### src/rtl/uart_avm_pkg.sv
// Shared definitions for the UART Avalon-MM arbiter, loader and reporter:
// arbiter FSM states, UART register offsets and STATUS bit positions.
package uart_avm_pkg;

  typedef enum logic [0:0] {
    S_IDLE  = 1'b0,
    S_GRANT = 1'b1
  } state_e;

  localparam logic [4:0] RX_BASE     = 5'd0;
  localparam logic [4:0] TX_BASE     = 5'd4;
  localparam logic [4:0] STATUS_BASE = 5'd8;

  localparam int TX_OK_BIT = 6;
  localparam int RX_OK_BIT = 7;

  localparam logic [3:0] HOLD_SAT = 4'hF;

endpackage

### src/rtl/uart_avm_arbiter_rr_pick2.sv
// Two-way round-robin picker: with both requesting, the index that was not
// served last wins; otherwise the lone requester wins.
module rr_pick2 (
  input  logic [1:0] req_i,
  input  logic       last_i,
  output logic       winner_o
);

  always_comb begin
    winner_o = (&req_i) ? ~last_i : req_i[1];
  end

endmodule

### src/rtl/uart_avm_arbiter.sv
// Shares the UART Avalon-MM slave between the RX loader (r0) and the TX
// reporter (r1): round-robin grant per transfer with bounded optional lock.
module uart_avm_arbiter
  import uart_avm_pkg::*;
#(
  parameter int ADDR_W   = 5,
  parameter int DATA_W   = 32,
  parameter int MAX_HOLD = 4
) (
  input  logic              avm_clk,
  input  logic              avm_rst,
  input  logic [ADDR_W-1:0] r0_address,
  input  logic              r0_read,
  input  logic              r0_write,
  input  logic [DATA_W-1:0] r0_writedata,
  input  logic              r0_lock,
  output logic              r0_waitrequest,
  input  logic [ADDR_W-1:0] r1_address,
  input  logic              r1_read,
  input  logic              r1_write,
  input  logic [DATA_W-1:0] r1_writedata,
  input  logic              r1_lock,
  output logic              r1_waitrequest,
  output logic [DATA_W-1:0] rd_readdata,
  output logic [ADDR_W-1:0] avm_address,
  output logic              avm_read,
  output logic              avm_write,
  output logic [DATA_W-1:0] avm_writedata,
  input  logic [DATA_W-1:0] avm_readdata,
  input  logic              avm_waitrequest,
  output logic              proto_err
);

  state_e     state_q, state_d;
  logic       grant_q, grant_d;
  logic       rr_ptr_q, rr_ptr_d;
  logic [3:0] hold_q, hold_d;
  logic       proto_err_q, proto_err_d;

  logic [1:0]        req;
  logic              winner;
  logic              own_req, oth_req, own_lock, done, active;
  logic              g_read, g_write;
  logic [ADDR_W-1:0] g_address;
  logic [DATA_W-1:0] g_writedata;

  assign req = {r1_read | r1_write, r0_read | r0_write};

  rr_pick2 u_pick (
    .req_i    (req),
    .last_i   (rr_ptr_q),
    .winner_o (winner)
  );

  assign own_req     = grant_q ? req[1] : req[0];
  assign oth_req     = grant_q ? req[0] : req[1];
  assign own_lock    = grant_q ? r1_lock : r0_lock;
  assign g_read      = grant_q ? r1_read : r0_read;
  assign g_write     = grant_q ? r1_write : r0_write;
  assign g_address   = grant_q ? r1_address : r0_address;
  assign g_writedata = grant_q ? r1_writedata : r0_writedata;
  assign done        = own_req && !avm_waitrequest;

  // NOTE: reset gates the slave side combinationally so an in-flight
  // transfer is cut in the very cycle reset is asserted, not one edge later.
  assign active = (state_q == S_GRANT) && !avm_rst;

  assign avm_read       = active & g_read;
  assign avm_write      = active & g_write & ~g_read;
  assign avm_address    = active ? g_address : '0;
  assign avm_writedata  = active ? g_writedata : '0;
  assign r0_waitrequest = (active && !grant_q) ? avm_waitrequest : 1'b1;
  assign r1_waitrequest = (active && grant_q) ? avm_waitrequest : 1'b1;
  assign rd_readdata    = avm_readdata;
  assign proto_err      = proto_err_q;

  // NOTE: every next-state signal takes its hold value first so no path
  // through the case statement can infer a latch.
  always_comb begin
    state_d     = state_q;
    grant_d     = grant_q;
    rr_ptr_d    = rr_ptr_q;
    hold_d      = hold_q;
    proto_err_d = proto_err_q | (r0_read & r0_write) | (r1_read & r1_write);
    case (state_q)
      S_IDLE: begin
        if (|req) begin
          grant_d = winner;
          hold_d  = '0;
          state_d = S_GRANT;
        end
      end
      S_GRANT: begin
        if (done) begin
          rr_ptr_d = grant_q;
          hold_d   = (hold_q == HOLD_SAT) ? hold_q : hold_q + 4'd1;
          // The lock is honoured only until the waiting requester has been
          // made to sit through MAX_HOLD locked transfers.
          if (own_lock && (!oth_req || (int'(hold_q) + 1 < MAX_HOLD))) begin
            state_d = S_GRANT;
          end else begin
            state_d = S_IDLE;
          end
        end else if (!own_req && oth_req) begin
          state_d = S_IDLE;
        end
      end
      default: state_d = S_IDLE;
    endcase
  end

  // NOTE: sequential state uses non-blocking assignments only, so every
  // register samples the pre-edge value of every other register.
  always_ff @(posedge avm_clk) begin
    if (avm_rst) begin
      state_q     <= S_IDLE;
      grant_q     <= 1'b0;
      rr_ptr_q    <= 1'b0;
      hold_q      <= '0;
      proto_err_q <= 1'b0;
    end else begin
      state_q     <= state_d;
      grant_q     <= grant_d;
      rr_ptr_q    <= rr_ptr_d;
      hold_q      <= hold_d;
      proto_err_q <= proto_err_d;
    end
  end

endmodule
### config.mk
export PLATFORM = sky130hd
export DESIGN_NAME = uart_avm_arbiter
export DESIGN_NICKNAME = d
export VERILOG_FILES = /design/src/rtl/uart_avm_pkg.sv /design/src/rtl/uart_avm_arbiter_rr_pick2.sv /design/src/rtl/uart_avm_arbiter.sv
export SDC_FILE = /design/constraint.sdc
export NUM_CORES = 1
export LEC_CHECK = 0
export BUFFER_PORTS_ARGS = -buffer_cell sky130_fd_sc_hd__buf_4
export CORE_AREA = 2 2 73 75
export DETAILED_ROUTE_END_ITERATION = 10
export DIE_AREA = 0 0 75 77
export PLACE_DENSITY = 0.74
export SYNTH_ARGS = -nofsm -noshare
export SYNTH_HDL_FRONTEND = slang
export SYNTH_SLANG_ARGS = --single-unit
export TNS_END_PERCENT = 50
### constraint.sdc
create_clock -name avm_clk -period 2.34 [get_ports avm_clk]
set_clock_uncertainty 0.15 [all_clocks]
set_input_delay 0.468 -clock avm_clk [delete_from_list [all_inputs] [get_ports avm_clk]]
set_output_delay 0.468 -clock avm_clk [all_outputs]
set_load 0.03 [all_outputs]
# == Yosys cells after proc, flatten, opt, wreduce, memory -nomap -nowiden ==
# Index checks and enable logic that the tools add are counted.
# classes
add_sub_neg,2
n_mul,0
n_div,0
n_lt_le_gt_ge,1
n_eq_ne,4
shift,0
mux,21
bitwise,12
n_reduce_logical,17
# op_table
op,n
32-bit two-way mux,2
1-bit two-way mux,12
4-bit two-way mux,3
5-bit two-way mux,2
4-bit case mux with 2 select lines,1
1-bit logical AND,6
2-bit AND reduction,3
4-bit by 1-bit adder with 5-bit output (second input constant),1
1-bit AND,5
1-bit logical NOT,5
5-bit by 3-bit less-than comparator with 1-bit output (second input constant),1
4-bit by 1-bit adder with 4-bit output (second input constant),1
4-bit == test (second input constant),1
2-bit inequality test (second input constant),2
1-bit bitwise OR,4
1-bit NOT,3
3-bit AND reduction,1
2-bit by 1-bit inequality test with 1-bit output (second input constant),1
1-bit case mux with 2 select lines,1
2-bit OR reduction,1
1-bit logical OR,1
# word_totals
register_bits,8
latchBits,0
mem_bits_rw,0
romBits,0
output_inout_bits,74
n_memories,0

# == Logic depth before layout (Yosys ltp) ==
# logic_depth
depth_word,8
depth_mapped,6

# == Modules after synthesis ==
# Synthesis repeated with hierarchy kept, for this count alone.
# hier_totals
hier_cells,185
area_unflattened_um2,1345.0
# by_module_without_submodules
mod,n_inst,cells_each,area_per_inst_um2,seq_area_each_um2
uart_avm_arbiter,1,184,1333.8,160.2
rr_pick2,1,1,11.3,0.0

# == Least setup slack after synthesis ==
# No wires, ideal clock.
# synth_timing
path_type,input port to output port
start,in avm_rst
end,out avm_writedata[10]
arrival_ps,1607
t_required_ps,1722
slack_ps,115
path_stages,5
path_cell_list,clkbuf_1 or2b_1 clkbuf_1 buf_1 nor2_1
# synth_between
elab_chain_cells,3
# synth_rtl
element,line_no,text
"start, declared",uart_avm_arbiter.sv:11,"input logic avm_rst,"
1-bit logical NOT,uart_avm_arbiter.sv:66,assign active = (state_q == S_GRANT) && !avm_rst;
1-bit logical AND,uart_avm_arbiter.sv:66,
32-bit two-way mux,uart_avm_arbiter.sv:71,assign avm_writedata = active ? g_writedata : '0;
"end, declared",uart_avm_arbiter.sv:28,"output logic [DATA_W-1:0] avm_writedata,"
# Every way passes these cells.

# == Worst setup path after layout ==
# layout_timing
start,reg state_q
end,out r1_waitrequest
# layout_between
elab_chain_cells,3
# layout_rtl
element,line_no,text
"start, declared",uart_avm_arbiter.sv:34,"state_e state_q, state_d;"
"start signal, assigned",uart_avm_arbiter.sv:122,state_q <= state_d;
1-bit logical AND,uart_avm_arbiter.sv:66,
1-bit logical AND,uart_avm_arbiter.sv:73,assign r1_waitrequest = (active && grant_q) ? avm_waitrequest : 1'b1;
1-bit two-way mux,uart_avm_arbiter.sv:73,
"end, declared",uart_avm_arbiter.sv:23,"output logic r1_waitrequest,"
# Every way passes these cells.

==> flow_summary.json <==
{
  "layoutNonFillerInstCount": 340,
  "avgRoutedWirePerCell_um": 14.40,
  "critPathBufInv": 2,
  "finalWirelength_um": 4896,
  "final.period_utilization_pct": 92.24,
  "globalplace.congestion": 0.7837,
  "fmax_mhz": 463.3,
  "max-slew-margin-rel_pct": 78.52,
  "synth_common_cells": "nor2_1, mux2i_1, buf_4",
  "yosysUniqueCellTypes": 41,
  "grt_util_all_layers_pct": 15.53,
  "critPathTopFamily": "flip-flops",
  "setup_viol": 0,
  "die_y_um": 77,
  "port_buffers": 124,
  "start_util_pct": 26.80,
  "die_area_sq_um": 5775,
  "endpoint_kind": "output port",
  "avgSynthCellArea_sq_um": 7.210,
  "grt_pass1_wl_um": 6934,
  "slew_violations": 0,
  "synth_top_area_share_pct": 29.27,
  "ant_nets": 0,
  "final-hold-violation-count": 0,
  "status": "complete, no violations",
  "areaGrowthSynthToFinish_pct": 60.13,
  "placed_cells": 337,
  "setup_tns_ps": 0,
  "cts_tree": "built",
  "cp_max_fo": 17,
  "drt_iter0_drc": 56,
  "reg2reg_depth": 5,
  "dp_slack_ps": 302.4,
  "min_period_ps": 2158,
  "holdBufCountCts": 0,
  "ys_ff_latch": 8,
  "dr.pass1.iters": 5,
  "grt_max_degree": 37,
  "synth-async-reset-ratio_pct": 0,
  "diodes": 0,
  "synth_top_cell_by_area": "mux2i_1",
  "crit_chain": "or2b_1 > buf_4 > nor2_1 > nand2_1 > buf_4",
  "dp_hpwl_um": 4025,
  "peakVddDrop_mv": 0.1822,
  "slowest_delay_ps": 460,
  "cts_buffer_depth": 2,
  "hold_class": "in -> reg",
  "num_rows": 26,
  "yosysSeqAreaShare_pct": 12.01,
  "cap_violations": 0,
  "yosys-top-cells-area": "mux2i_1, buf_4, nor2_1, dfxtp_1, buf_2",
  "yosysMostFrequentCell": "nor2_1",
  "synth_edf_count": 0,
  "drc": 0,
  "cp.depth": 5,
  "required_ps": 1720,
  "rsz0062_at_grt": "false",
  "cp.arrival_ps": 1540,
  "numCtsBuffers": 3,
  "cts_resized": 0,
  "p_leak_nw": 1.060,
  "cts_root_buf": "clkbuf_8",
  "clk_pin_slew_ps": 50,
  "antenna_found_initial": 0,
  "ys.warnings.count": 0,
  "synth_area_sq_um": 1334,
  "ys.flop_type": "dfxtp_1",
  "power_density_nw_per_um2": 363.0,
  "start_kind": "register",
  "power_w": 0.0007753,
  "nets": 388,
  "via_per_inst": 4.638,
  "vias": 1577,
  "cpMaxStageDelayCell": "dfxtp_1",
  "die_x_um": 75,
  "cp_common_cell": "buf_4",
  "drive_gt1_share_pct": 50.74,
  "clk-insertion-delay-late_ps": 240,
  "worst_pin_slew_ps": 319.2,
  "critPathKind": "reg -> out",
  "clkSinkCount": 8,
  "post_cts_buffers": 0,
  "layout_setup_ws_ps": 181.6,
  "synth.net_count": 301,
  "coreArea_sq_um": 4977,
  "globalRouteOverflowTotal": 0,
  "holdPathStages": 2,
  "grt_pass1_vias": 1458,
  "synth_cells": 185,
  "cts-htree-levels": 1,
  "num_io_pins": 189
}
[worst paths after layout]
check,startpoint,endpoint,slack [ps]
worst max-delay path,state_q$_SDFF_PP0_,r1_waitrequest,180
worst min-delay path,avm_rst,grant_q$_SDFFE_PP0P_,310
worst max register to register,hold_q[0]$_SDFFE_PP0P_,hold_q[0]$_SDFFE_PP0P_,540
worst min register to register,proto_err$_SDFF_PP0_,proto_err$_SDFF_PP0_,350
[area by class of cell]
cell class,instances,area [sq um]
Clock buffer,3,41.29
Fill cell,522,2841
Inverter,2,7.507
Multi-Input combinational cell,129,864.6
Sequential cell,8,161.4
Tap cell,70,87.58
Timing Repair Buffer,128,973.4
[worst register-to-register path, cell delays in order, from the launching register on]
cell and delay [ps]:
dfxtp_1 330, ha_1 250, and3_1 200, a2111o_1 440, or2_0 220, a21oi_1 130
[layer usage]
metal / share of wire [%] / vias up / routed length, um / GRT usage (%)
met5: 0 / - / 0 / 0
met4: 3.1 / 0 / 152 / 7.679
met3: 14 / 21 / 703 / 7.753
met2: 48 / 92 / 2329 / 25.61
met1: 35 / 686 / 1711 / 15.82
li1: - / 778 / - / -
[where the power goes]
| group | total, W | internal (W) | switching, W |
|---|---|---|---|
| clock | 0.000178 | 0.000112 | 0.0000652 |
| sequential | 0.000154 | 0.000144 | 0.00000998 |
| combinational | 0.000444 | 0.000221 | 0.000222 |
[cells by family (layout without fill, tap and decap cells)]
group | count (synthesis) | after routing | synth area share, %
simple gates | 66 | 66 | 22.61
buf+inv | 48 | 133 | 23.17
mux | 39 | 39 | 29.27
compound gates | 23 | 23 | 12.01
flops | 8 | 8 | 12.01
fa+ha+maj | 1 | 1 | 0.9379
[metrics by stage]
stage | hold WS (ps) | cell area [sq um] | utilization, %
detailed placement | 328.7 | 2095 | 42.08
floorplan | 314.4 | 1334 | -
CTS | 313.4 | 2136 | 42.91
global route | 316.6 | 2136 | 42.91
global placement | 332.1 | 2095 | 42.08
finish | 312.3 | 2136 | 42.91
[flip-flops by register name, summed over array words and instances (netlist names)]
name / count
grant_q: 1
hold_q: 4
proto_err: 1
rr_ptr_q: 1
state_q: 1
[placed cells by master (no fill, tap or decap), types with 2 or more instances in the layout]
| cell | instances |
|---|---|
| buf_4 | 127 |
| nor2_1 | 45 |
| mux2i_1 | 39 |
| dfxtp_1 | 7 |
| o21ai_0 | 5 |
| nand3_1 | 4 |
| a21oi_1 | 4 |
| clkbuf_8 | 3 |
| inv_1 | 2 |
| nand2_1 | 2 |
| or2_2 | 2 |
| a221oi_1 | 2 |
Power figures use the tool's default switching activity.
